$ cat config.mk
export PLATFORM = sky130hd
export DESIGN_NAME = noc_vc_output_arbiter
export DESIGN_NICKNAME = d
export VERILOG_FILES = /design/src/rtl/noc_vc_output_arbiter.sv
export SDC_FILE = /design/constraint.sdc
export NUM_CORES = 1
export LEC_CHECK = 0
export BUFFER_PORTS_ARGS = -buffer_cell sky130_fd_sc_hd__buf_2
export CORE_UTILIZATION = 35
export CTS_CLUSTER_DIAMETER = 30
export DETAILED_ROUTE_END_ITERATION = 8
export GPL_ROUTABILITY_DRIVEN = 1
export PLACE_DENSITY = 0.71
export SLEW_MARGIN = 20
export SYNTH_ARGS = -nofsm -noshare
export SYNTH_HDL_FRONTEND = slang
export SYNTH_SLANG_ARGS = --single-unit
$ cat constraint.sdc
create_clock -name clk -period 6.7 [get_ports clk]
set_input_delay 0.335 -clock clk [delete_from_list [all_inputs] [get_ports clk]]
set_output_delay 0.335 -clock clk [all_outputs]
set_load 0.02 [all_outputs]
$ cat src/rtl/noc_vc_output_arbiter.sv
// Packet-granular round-robin output arbiter with wormhole lock and one registered output stage.
// Define NOC_ARB_STATS_EN to add saturating packet/stall counters (stat_pkts, stat_stalls).
module noc_vc_output_arbiter #(
    parameter int unsigned FLIT_WIDTH = 32,
    parameter int unsigned INPUTS     = 5,
    parameter int unsigned CNT_WIDTH  = 16,
    localparam int unsigned IDX_W     = (INPUTS > 1) ? $clog2(INPUTS) : 1
) (
    input  logic                         clk,
    input  logic                         rst,
    input  logic [INPUTS*FLIT_WIDTH-1:0] in_flit,
    input  logic [INPUTS-1:0]            in_last,
    input  logic [INPUTS-1:0]            in_valid,
    output logic [INPUTS-1:0]            in_ready,
    output logic [FLIT_WIDTH-1:0]        out_flit,
    output logic                         out_last,
    output logic                         out_valid,
    input  logic                         out_ready,
    output logic                         busy,
    output logic [IDX_W-1:0]             grant_idx
`ifdef NOC_ARB_STATS_EN
    ,
    output logic [CNT_WIDTH-1:0]         stat_pkts,
    output logic [CNT_WIDTH-1:0]         stat_stalls
`endif
);

    localparam logic [0:0] ST_IDLE   = 1'b0;
    localparam logic [0:0] ST_LOCKED = 1'b1;

    if (INPUTS < 1 || FLIT_WIDTH < 1 || CNT_WIDTH < 1) begin : g_param_check
        $error("noc_vc_output_arbiter: INPUTS, FLIT_WIDTH and CNT_WIDTH must be >= 1");
    end

    logic [0:0]            state_q, state_d;
    logic [IDX_W-1:0]      grant_q, grant_d;
    logic [IDX_W-1:0]      rr_ptr_q, rr_ptr_d;
    logic [FLIT_WIDTH-1:0] out_flit_q, out_flit_d;
    logic                  out_last_q, out_last_d;
    logic                  out_valid_q, out_valid_d;

    logic                  found;
    logic [IDX_W-1:0]      pick;
    int unsigned           cand;
    logic [FLIT_WIDTH-1:0] sel_flit;
    logic                  sel_last;
    logic                  sel_valid;
    logic                  stage_free;
    logic                  accept;

    // Scan rr_ptr+1 .. rr_ptr+INPUTS so the last winner has the lowest priority.
    always_comb begin
        found = 1'b0;
        pick  = '0;
        cand  = 0;
        for (int unsigned off = 1; off <= INPUTS; off++) begin
            cand = (32'(rr_ptr_q) + off) % INPUTS;
            if (!found && in_valid[IDX_W'(cand)]) begin
                found = 1'b1;
                pick  = IDX_W'(cand);
            end
        end
    end

    always_comb begin
        sel_flit  = '0;
        sel_last  = 1'b0;
        sel_valid = 1'b0;
        for (int unsigned i = 0; i < INPUTS; i++) begin
            if (IDX_W'(i) == grant_q) begin
                sel_flit  = in_flit[i*FLIT_WIDTH +: FLIT_WIDTH];
                sel_last  = in_last[i];
                sel_valid = in_valid[i];
            end
        end
    end

    assign stage_free = !out_valid_q || out_ready;

    always_comb begin
        in_ready = '0;
        for (int unsigned i = 0; i < INPUTS; i++) begin
            in_ready[i] = (state_q == ST_LOCKED) && (IDX_W'(i) == grant_q) && stage_free;
        end
    end

    assign accept = (state_q == ST_LOCKED) && sel_valid && stage_free;

    always_comb begin
        state_d     = state_q;
        grant_d     = grant_q;
        rr_ptr_d    = rr_ptr_q;
        out_flit_d  = out_flit_q;
        out_last_d  = out_last_q;
        out_valid_d = out_valid_q;

        if (accept) begin
            out_flit_d  = sel_flit;
            out_last_d  = sel_last;
            out_valid_d = 1'b1;
        end else if (out_ready) begin
            out_valid_d = 1'b0;
        end

        case (state_q)
            ST_IDLE: begin
                if (found) begin
                    grant_d = pick;
                    state_d = ST_LOCKED;
                end
            end
            default: begin
                if (accept && sel_last) begin
                    state_d  = ST_IDLE;
                    rr_ptr_d = grant_q;
                end
            end
        endcase
    end

    always_ff @(posedge clk) begin
        if (rst) begin
            state_q     <= ST_IDLE;
            grant_q     <= '0;
            rr_ptr_q    <= IDX_W'(INPUTS - 1);
            out_flit_q  <= '0;
            out_last_q  <= 1'b0;
            out_valid_q <= 1'b0;
        end else begin
            state_q     <= state_d;
            grant_q     <= grant_d;
            rr_ptr_q    <= rr_ptr_d;
            out_flit_q  <= out_flit_d;
            out_last_q  <= out_last_d;
            out_valid_q <= out_valid_d;
        end
    end

    assign out_flit  = out_flit_q;
    assign out_last  = out_last_q;
    assign out_valid = out_valid_q;
    assign busy      = (state_q == ST_LOCKED);
    assign grant_idx = (state_q == ST_LOCKED) ? grant_q : '0;

`ifdef NOC_ARB_STATS_EN
    logic [CNT_WIDTH-1:0] stat_pkts_q;
    logic [CNT_WIDTH-1:0] stat_stalls_q;

    always_ff @(posedge clk) begin
        if (rst) begin
            stat_pkts_q   <= '0;
            stat_stalls_q <= '0;
        end else begin
            if (accept && sel_last && (stat_pkts_q != '1)) begin
                stat_pkts_q <= stat_pkts_q + 1'b1;
            end
            if (out_valid_q && !out_ready && (stat_stalls_q != '1)) begin
                stat_stalls_q <= stat_stalls_q + 1'b1;
            end
        end
    end

    assign stat_pkts   = stat_pkts_q;
    assign stat_stalls = stat_stalls_q;
`endif

endmodule

# [Word-level counts from Yosys, hierarchy flattened]
# Cells that the tools add are included.
[totals] out_inout_bits=43 wordCells=94 inputBits=173 register_bits=41
[op_classes] add_sub_neg=5 n_mux=41 bitwise=1 div_mod_pow=5 eq_ne=4 magnitude_cmp=5 n_reduce_logical=27
[ops] operator="remainder unit 32 x 3 -> 32 bit, second input constant" count=5
[ops] operator="two-way mux 32 bit" count=5
[ops] operator="two-way mux 1 bit" count=25
[ops] operator="less-than comparator 3 x 4 -> 1 bit, second input constant" count=5
[ops] operator="two-way mux 3 bit" count=6
[ops] operator="logical AND 1 bit" count=17
[ops] operator="binary-select mux 1 bit (select 3 bit)" count=5
[ops] operator="adder 3 x 2 -> 4 bit, second input constant" count=2
[ops] operator="adder 3 x 3 -> 4 bit, second input constant" count=2
[ops] operator="equality test 2 x 3 -> 1 bit, first input constant" count=2
[ops] operator="logical NOT 1 bit" count=5
[ops] operator="adder 3 x 1 -> 4 bit, second input constant" count=1
[ops] operator="AND reduction 2 bit" count=2
[ops] operator="equality test 1 x 3 -> 1 bit, first input constant" count=1
[ops] operator="equality test 3 bit, first input constant" count=1
[ops] operator="logical NOT 3 bit" count=1
[ops] operator="nonzero test 2 bit" count=1
[ops] operator="logical OR 1 bit" count=1
[ops] operator="NOT 1 bit" count=1

# [Longest topological paths before layout]
# Gate-level depths: netlist of run 1.
[depth] depth_word=19 mapped_depth=19 mapped_depth_nobuf=17

# [Least setup slack after synthesis of run 1]
# No wires, ideal clock.
[synth_timing] path_type="register -> register" start="register rr_ptr_q[1]" end="register grant_q[2]" setup_time_ns=0.092 arrival_ns=4.067 path_stages_with_launch=18 required_time_ns=6.608 path_buffers=3 synth_period_minus_slack_ns=4.159 slack_ns=2.541 cell_sequence="dfxtp_1 > buf_2 > inv_2 > ha_1 > buf_2 > buf_1 > inv_1 > ha_1 > inv_1 > ha_1 > o311a_4 > o31a_1 > a2111oi_4 > a21o_4 > nand3_4 > nor3b_4 > a221oi_1 > o32ai_1"
[synth_via] elab_chain_cells=18 elab_cells_between_ends=39 classes_between="add/sub: 5; div: 5; mux: 20; reduce/logical: 9"
[synth_lines] element="from (decl)" line="37" rtl="logic [IDX_W-1:0] rr_ptr_q, rr_ptr_d;"
[synth_lines] element="from (signal assigned)" line="125" rtl="rr_ptr_q <= IDX_W'(INPUTS - 1);"
[synth_lines] element="from (signal assigned)" line="132" rtl="rr_ptr_q <= rr_ptr_d;"
[synth_lines] element="adder 3 x 1 -> 4 bit" line="57" rtl="cand = (32'(rr_ptr_q) + off) % INPUTS;"
[synth_lines] element="remainder unit 32 x 3 -> 32 bit" line="57"
[synth_lines] element="binary-select mux 1 bit (select 3 bit)" line="58" rtl="if (!found && in_valid[IDX_W'(cand)]) begin"
[synth_lines] element="two-way mux 1 bit (implied by the code)" line="58"
[synth_lines] element="two-way mux 1 bit" line="58"
[synth_lines] element="logical NOT 1 bit" line="58"
[synth_lines] element="logical AND 1 bit" line="58"
[synth_lines] element="two-way mux 1 bit" line="58"
[synth_lines] element="(+2 left out)"
[synth_lines] element="two-way mux 1 bit" line="58"
[synth_lines] element="logical NOT 1 bit" line="58"
[synth_lines] element="logical AND 1 bit" line="58"
[synth_lines] element="two-way mux 1 bit" line="58"
[synth_lines] element="logical NOT 1 bit" line="58"
[synth_lines] element="logical AND 1 bit" line="58"
[synth_lines] element="two-way mux 1 bit" line="58"
[synth_lines] element="AND reduction 2 bit (no line)"
[synth_lines] element="to (signal assigned)" line="131" rtl="grant_q <= grant_d;"
[synth_lines] element="to (decl)" line="36" rtl="logic [IDX_W-1:0] grant_q, grant_d;"
# Several ways; a longest one is shown, not always the timed one. The select of a mux whose other input is x is not followed.
# A chain may end at the register's enable or synchronous reset.

# [Worst setup path after layout of run 1]
[layout_timing] start="register rr_ptr_q[1]" end="register grant_q[1]"
# The elaborated chain is that of the path after synthesis.

==> run metrics, run 1 <==
number of global-route vias before repair 4463; crit path cell chain inv_2 -> ha_1 -> ha_1 -> nor3b_1 -> o31a_1 -> xnor2_1 -> inv_1 -> ha_1 -> nor2b_1 -> o31a_1 -> or3b_1 -> a211oi_1 -> a211oi_1 -> a21o_1 -> a221oi_2; net count after synthesis 711; Min Clock Period, post-route 4.89 ns; via-per-instance ratio 5.73; clock latency reported for the late side of the worst-skew pair 0.28 ns; highest clock rate 0.205 GHz; antenna violations before repair 0; storage element area 823 µm²; maximum root-to-sink buffer count 2; static leakage 2.55 nW; instance count of the mapped netlist 514; Core Box Area 12600 µm²; area taken by multi-input logic gates 3370 µm²; All-Layer GR Usage 0.213; status finished clean; Reg clk slew, reported paths 0.06 ns; total number of nets in the final design 892; Die X-Extent 115 µm; detailed-route wire length 15000 µm; Total Die Area 13300 µm²; clock root buffer clkbuf_16; row count 41; async set-reset flop share out of synthesis 0; Hold-fix buffers, CTS 0; TritonCTS Buffers 5; worst min-delay path startpoint in_flit[137]; RR Startpoint rr_ptr_q[1]$_SDFFE_PP0P_; number of clock sinks 41; arrival time reported for the critical path endpoint 5.08 ns; critical register-to-register path endpoint grant_q[1]$_SDFFE_PP0P_; antenna viol nets, final 0; Remaining Overflow, GRT 0; count of endpoints failing hold in the final timing report 0; post-route clock period utilization 0.729; Critical Path Most Common Cell ha_1; clock tree from TritonCTS done; post-detailed-placement half-perimeter wirelength 11800 µm; type of element capturing the critical path flop; Worst Reg-to-Reg Cells 15; path category of the worst min-delay check input port to flop; vias after detailed routing 4974; flip-flop cell with the highest count after synthesis dfxtp_1; setup fix buffers added after clock tree synthesis 0; Max-Slew Margin vs Limit 0.437; maximum fanout count along the critical path 19; worst path required time 6.89 ns; total of endpoints with negative setup slack in the final report 0; critical path launch point type flop; GPL Wtd Cong 0.900; count of flip-flops with a built-in enable after synthesis 0; power density over cell area 344 nW/µm²; Logic pwr share 0.660; fraction of the yosys area taken by sequential cells 0.182; routed len/inst 17.3 µm; largest net degree at the start of global routing 43; hold-critical path endpoint out_flit[9]$_SDFFE_PP0P_; maximum level of the CTS H-tree 2; summed instance area of the synthesized netlist 4510 µm²; signed area change from the synthesized netlist to the final layout 29.6%; cell with the most instances after synthesis nor2_1; most area-hungry cell type in the Yosys netlist dfxtp_1; setup repair after global routing missed its margin no; vertical extent of the die 115 µm; syn_area_per_cell 8.77 µm²; number of cells on the worst hold path 3; number of max-slew violations in the final report 0; final cell count without fillers 868; Antenna diodes 0; total instance count after detailed placement 860; setup slack of the worst register-to-register path 1.81 ns; count of instances resized after the clock tree is built 0; Pint 0.00111 W; # DRC 0; net switching share of the total power 0.448; final worst clock skew 0.00340 ns; post-route worst hold slack 0.351 ns; wire length of the first global-routing pass 22300 µm; boundary pin count 216; Total Negative Setup Slacks 0 ns; synthesized flop and latch total 41; area share of the leading cell type in the synthesized netlist 0.182; Clock Power Share 0.153; sequential cell fraction of total power 0.187; biggest area contributors in the synthesized netlist dfxtp_1 (18%), mux4_2 (17%), a221oi_1 (7.2%), ha_1 (6.7%), nor2_1 (4.7%); number of fill cells 1280; Tightest Pin Transition 0.834 ns; Starting Density 0.359; number of buffers inserted by port buffering 215; net switching power 0.000900 W; DRC marker count from the first detailed-route iteration 474; Cell variety after synth 76; maximum VDD drop 0.165 mV; type of the worst setup path flop to flop; delay of the slowest critical-path stage 0.79 ns; warnings from Yosys 0; share of cells above drive strength 1 0.414; First-pass DRT Iterations 6; slowest cell on the critical path ha_1; leading post-synthesis cells by instance count nor2_1 (56), dfxtp_1 (41), a221oi_1 (37); maximum capacitance violations 0
[power groups by stage]
stage | Combinational [W] | Clock, W | Sequential, W
finish | 0.00133 | 0.000308 | 0.000375
global route | 0.00144 | 0.000326 | 0.000386
CTS | 0.00133 | 0.000313 | 0.000375
detailed placement | 0.00132 | 0 | 0.000379
global placement | 0.00131 | 0 | 0.000376
floorplan | 0.000935 | 0 | 0.000443
[metrics by stage]
step / worst slack (ns) / utilization / total power [W] / instance area (µm²)
floorplan: 2.54 / - / 0.00138 / 4510
global placement: 1.98 / 0.450 / 0.00169 / 5650
detailed placement: 1.83 / 0.450 / 0.00170 / 5650
CTS: 1.84 / 0.465 / 0.00201 / 5840
global route: 1.33 / 0.465 / 0.00215 / 5840
finish: 1.81 / 0.465 / 0.00201 / 5840
[cells by family after synthesis]
| group | count (synthesis) | share of synthesized area |
|---|---|---|
| mux | 48 | 0.202 |
| flops | 41 | 0.182 |
| fa+ha+maj | 24 | 0.0666 |
| compound gates | 141 | 0.262 |
| buf+inv | 79 | 0.0711 |
| xor+xnor | 10 | 0.0211 |
| simple gates | 171 | 0.195 |
[worst max-delay path: cells and delay by family, from the launching register on]
family / cells / cell delay (ns)
AOI/OAI and AO/OA: 6 / 1.60
adders and majority gates: 3 / 1.37
DFF: 1 / 0.62
and+or+nand+nor: 3 / 0.57
buffers and inverters: 2 / 0.34
xor gates and xnor gates: 1 / 0.27
[sequential cells by signal, indices dropped and copies added (netlist names)]
signal,flops
busy,1
out_last,1
out_valid,1
out_flit,32
rr_ptr_q,3
grant_q,3
[how the worst max path moves through the flow]
stage	endpoint	slack, ns	startpoint	cells after the start
3_5_place_dp	grant_q[1]$_SDFFE_PP0P_	1.83	rr_ptr_q[1]$_SDFFE_PP0P_	15
2_1_floorplan	grant_q[2]$_SDFFE_PP0P_	2.54	rr_ptr_q[1]$_SDFFE_PP0P_	17
4_1_cts	grant_q[1]$_SDFFE_PP0P_	1.84	rr_ptr_q[1]$_SDFFE_PP0P_	15
6_report	grant_q[1]$_SDFFE_PP0P_	1.81	rr_ptr_q[1]$_SDFFE_PP0P_	15
3_3_place_gp	grant_q[1]$_SDFFE_PP0P_	1.98	rr_ptr_q[1]$_SDFFE_PP0P_	15
5_1_grt	grant_q[2]$_SDFFE_PP0P_	1.33	rr_ptr_q[1]$_SDFFE_PP0P_	16
[layer usage]
| metal | vias up | global-route usage | share of wire |
|---|---|---|---|
| met5 | - | 0 | 0 |
| met4 | 0 | 0.0468 | 0.016 |
| met3 | 22 | 0.0366 | 0.067 |
| met2 | 234 | 0.365 | 0.50 |
| met1 | 2358 | 0.281 | 0.41 |
| li1 | 2360 | - | - |
[cell type report]
class / instances / share of cell area
Multi-Input combinational cell: 394 / 0.577
Timing Repair Buffer: 221 / 0.192
Sequential cell: 41 / 0.141
Tap cell: 172 / 0.0368
Clock buffer: 5 / 0.0214
Inverter: 32 / 0.0206
Clock inverter: 3 / 0.0111
[placed cells by master (no fill, tap or decap), types with 6 or more instances in the layout]
cell type,netlist,final
o21ai_0,8,8
dfxtp_1,41,39
mux2i_1,11,11
inv_1,26,26
nor3_1,36,35
buf_2,7,215
a21oi_1,17,17
nand2_1,20,20
nand2b_1,11,11
nand3_1,9,9
a221oi_1,37,37
nor2_1,56,56
xnor2_1,8,8
a211oi_1,10,10
buf_4,4,6
inv_2,6,6
mux4_2,34,34
ha_1,24,24
No activity file was read; power rests on OpenSTA's default activity.
==> run 2, diff against run 1 <==
- clock period: 6.7 -> 4.5 ns (I/O delays scaled with it)
==> run 2 against run 1 <==
Largest power group unchanged. Die area stayed put. Final area up 0.77%. Non-clock buffer count rose by 10. Clock skew increased by 0.00083 ns. Count of clock-buffer cells in the layout unchanged. Core utilization grew 0.36 points. Sequential power is 59% higher. Critical path depth unchanged. Routed wire length grew 0.74%. Largest cell class unchanged. Setup slack got worse by 1.4 ns. Hold slack got worse by 0.12 ns. Clock power is 20% higher.
==> run metrics, run 2 (synthesis gave the netlist of run 1 again) <==
status finished clean; post-detailed-placement half-perimeter wirelength 12100 µm (+2.0%); number of fill cells 1234 (-3.6%); post-route clock period utilization 0.899 (+0.170); row count 41 (unchanged); critical register-to-register path endpoint grant_q[1]$_SDFFE_PP0P_; total number of nets in the final design 902 (+1.1%); count of endpoints failing hold in the final timing report 0 (unchanged); maximum fanout count along the critical path 13 (-6); Antenna diodes 0 (unchanged); TritonCTS Buffers 5 (unchanged); via-per-instance ratio 5.61 (-2.1%); total of endpoints with negative setup slack in the final report 0 (unchanged); boundary pin count 216 (unchanged); Total Negative Setup Slacks 0 ns (unchanged); highest clock rate 0.247 GHz (+21%); maximum capacitance violations 0 (unchanged); utilization after layout 0.468 (+0.00358); maximum root-to-sink buffer count 2 (unchanged); least setup slack across all paths after layout 0.452 ns (-1.36 ns); hold-critical path endpoint out_flit[9]$_SDFFE_PP0P_; path category of the worst min-delay check input port to flop; Max-Slew Margin vs Limit 0.444 (+0.00735); type of element capturing the critical path flop; highest-count cells in the layout ignoring fill and taps buf_2 (215), nor2_1 (56), dfxtp_1 (39); antenna viol nets, final 0 (unchanged); wire length of the first global-routing pass 23200 µm (+3.9%); # DRC 0 (unchanged); number of cells on the worst hold path 3 (unchanged); Worst Reg-to-Reg Cells 15 (unchanged); routed len/inst 17.2 µm (-0.41%); maximum VDD drop 0.255 mV (+54%); number of buffers inserted by port buffering 215 (unchanged); worst setup slack after placement 0.364 ns (-1.47 ns); Tightest Pin Transition 0.834 ns (-0.000438 ns); RR Startpoint rr_ptr_q[2]$_SDFFE_PP1P_; DRC marker count from the first detailed-route iteration 365 (-23%); count of instances resized after the clock tree is built 0 (unchanged); final worst clock skew 0.00424 ns (+0.000832 ns); Total Die Area 13300 µm² (unchanged); clock latency reported for the late side of the worst-skew pair 0.29 ns (about the same); clock root buffer clkbuf_16; setup slack of the worst register-to-register path 0.45 ns (-1.36 ns); worst min-delay path startpoint in_flit[137]; number of max-slew violations in the final report 0 (unchanged); vias after detailed routing 4928 (-0.92%); max FFs per register 32 (unchanged); antenna violations before repair 0 (unchanged); arrival time reported for the critical path endpoint 4.24 ns (-0.84 ns); largest net degree at the start of global routing 43 (unchanged); number of clock sinks 41 (unchanged); setup fix buffers added after clock tree synthesis 0 (unchanged); clock tree from TritonCTS done; power density over cell area 499 nW/µm² (+45%); post-route worst hold slack 0.232 ns (-0.119 ns); maximum level of the CTS H-tree 2 (unchanged); vertical extent of the die 115 µm (unchanged); First-pass DRT Iterations 5 (-1); detailed-route wire length 15100 µm (+0.74%); worst path required time 4.69 ns (-2.20 ns); Die X-Extent 115 µm (unchanged); All-Layer GR Usage 0.220 (+0.00689); Remaining Overflow, GRT 0 (unchanged); Core Box Area 12600 µm² (unchanged); Min Clock Period, post-route 4.05 ns (-0.839 ns); Hold-fix buffers, CTS 0 (unchanged); share of cells above drive strength 1 0.426 (+0.0126); signed area change from the synthesized netlist to the final layout 30.6%; Reg clk slew, reported paths 0.07 ns (about the same); setup repair after global routing missed its margin no; static leakage 2.58 nW (+0.91%); Starting Density 0.359 (unchanged); number of global-route vias before repair 4680 (+4.9%); GPL Wtd Cong 0.868 (-3.6%); type of the worst setup path flop to flop; critical path launch point type flop; commonest non-fill, non-tap cell in the layout buf_2
## run 2: through the flow
step           cells  total power [W]  area, µm²
6_report         878          0.00294       5890
5_1_grt          878          0.00316       5890
4_1_cts          878          0.00293       5880
3_5_place_dp     870          0.00256       5730
3_3_place_gp     870          0.00254       5730
2_1_floorplan    514          0.00205       4510
## run 2: worst max path at each step
stage | start | end | slack (ns) | cells after the start
2_1_floorplan | rr_ptr_q[1]$_SDFFE_PP0P_ | grant_q[2]$_SDFFE_PP0P_ | 0.34 | 17
3_3_place_gp | rr_ptr_q[1]$_SDFFE_PP0P_ | grant_q[1]$_SDFFE_PP0P_ | 0.48 | 16
3_5_place_dp | rr_ptr_q[1]$_SDFFE_PP0P_ | grant_q[1]$_SDFFE_PP0P_ | 0.36 | 16
4_1_cts | rr_ptr_q[1]$_SDFFE_PP0P_ | grant_q[1]$_SDFFE_PP0P_ | 0.34 | 16
5_1_grt | rr_ptr_q[1]$_SDFFE_PP0P_ | grant_q[1]$_SDFFE_PP0P_ | 0.03 | 16
6_report | rr_ptr_q[2]$_SDFFE_PP1P_ | grant_q[1]$_SDFFE_PP0P_ | 0.45 | 15
## run 2: layer usage
layer  wire, µm  up-vias  track usage
met1       6510     2339        0.292
li1           -     2375            -
met2       7530      196        0.374
met3        923       18       0.0371
met4        172        0       0.0485
met5          0        -            0
## run 2: final cells by class
cell class / instances / area (µm²) / area share
Clock inverter: 3 / 25.0 / 0.00425
Tap cell: 172 / 215 / 0.0366
Inverter: 32 / 120 / 0.0204
Sequential cell: 41 / 823 / 0.140
Timing Repair Buffer: 231 / 1200 / 0.203
Multi-Input combinational cell: 394 / 3380 / 0.574
Clock buffer: 5 / 125 / 0.0213
## run 2: worst max-delay path: stages, from the launching register on
cell	delay, ns
dfxtp_1	0.59
ha_2	0.38
buf_4	0.21
nor2_1	0.08
xnor2_1	0.19
ha_1	0.29
nand2b_1	0.12
a2111oi_0	0.50
nor4_1	0.14
buf_4	0.18
mux2i_1	0.10
or3_1	0.33
a21boi_0	0.16
nor3b_4	0.21
a21o_1	0.20
a221oi_2	0.26
## run 2: where the power goes
part | internal, W | switching, W | total [W]
clock | 0.000209 | 0.000160 | 0.000369
sequential | 0.000478 | 0.000119 | 0.000597
combinational | 0.000887 | 0.00108 | 0.00197
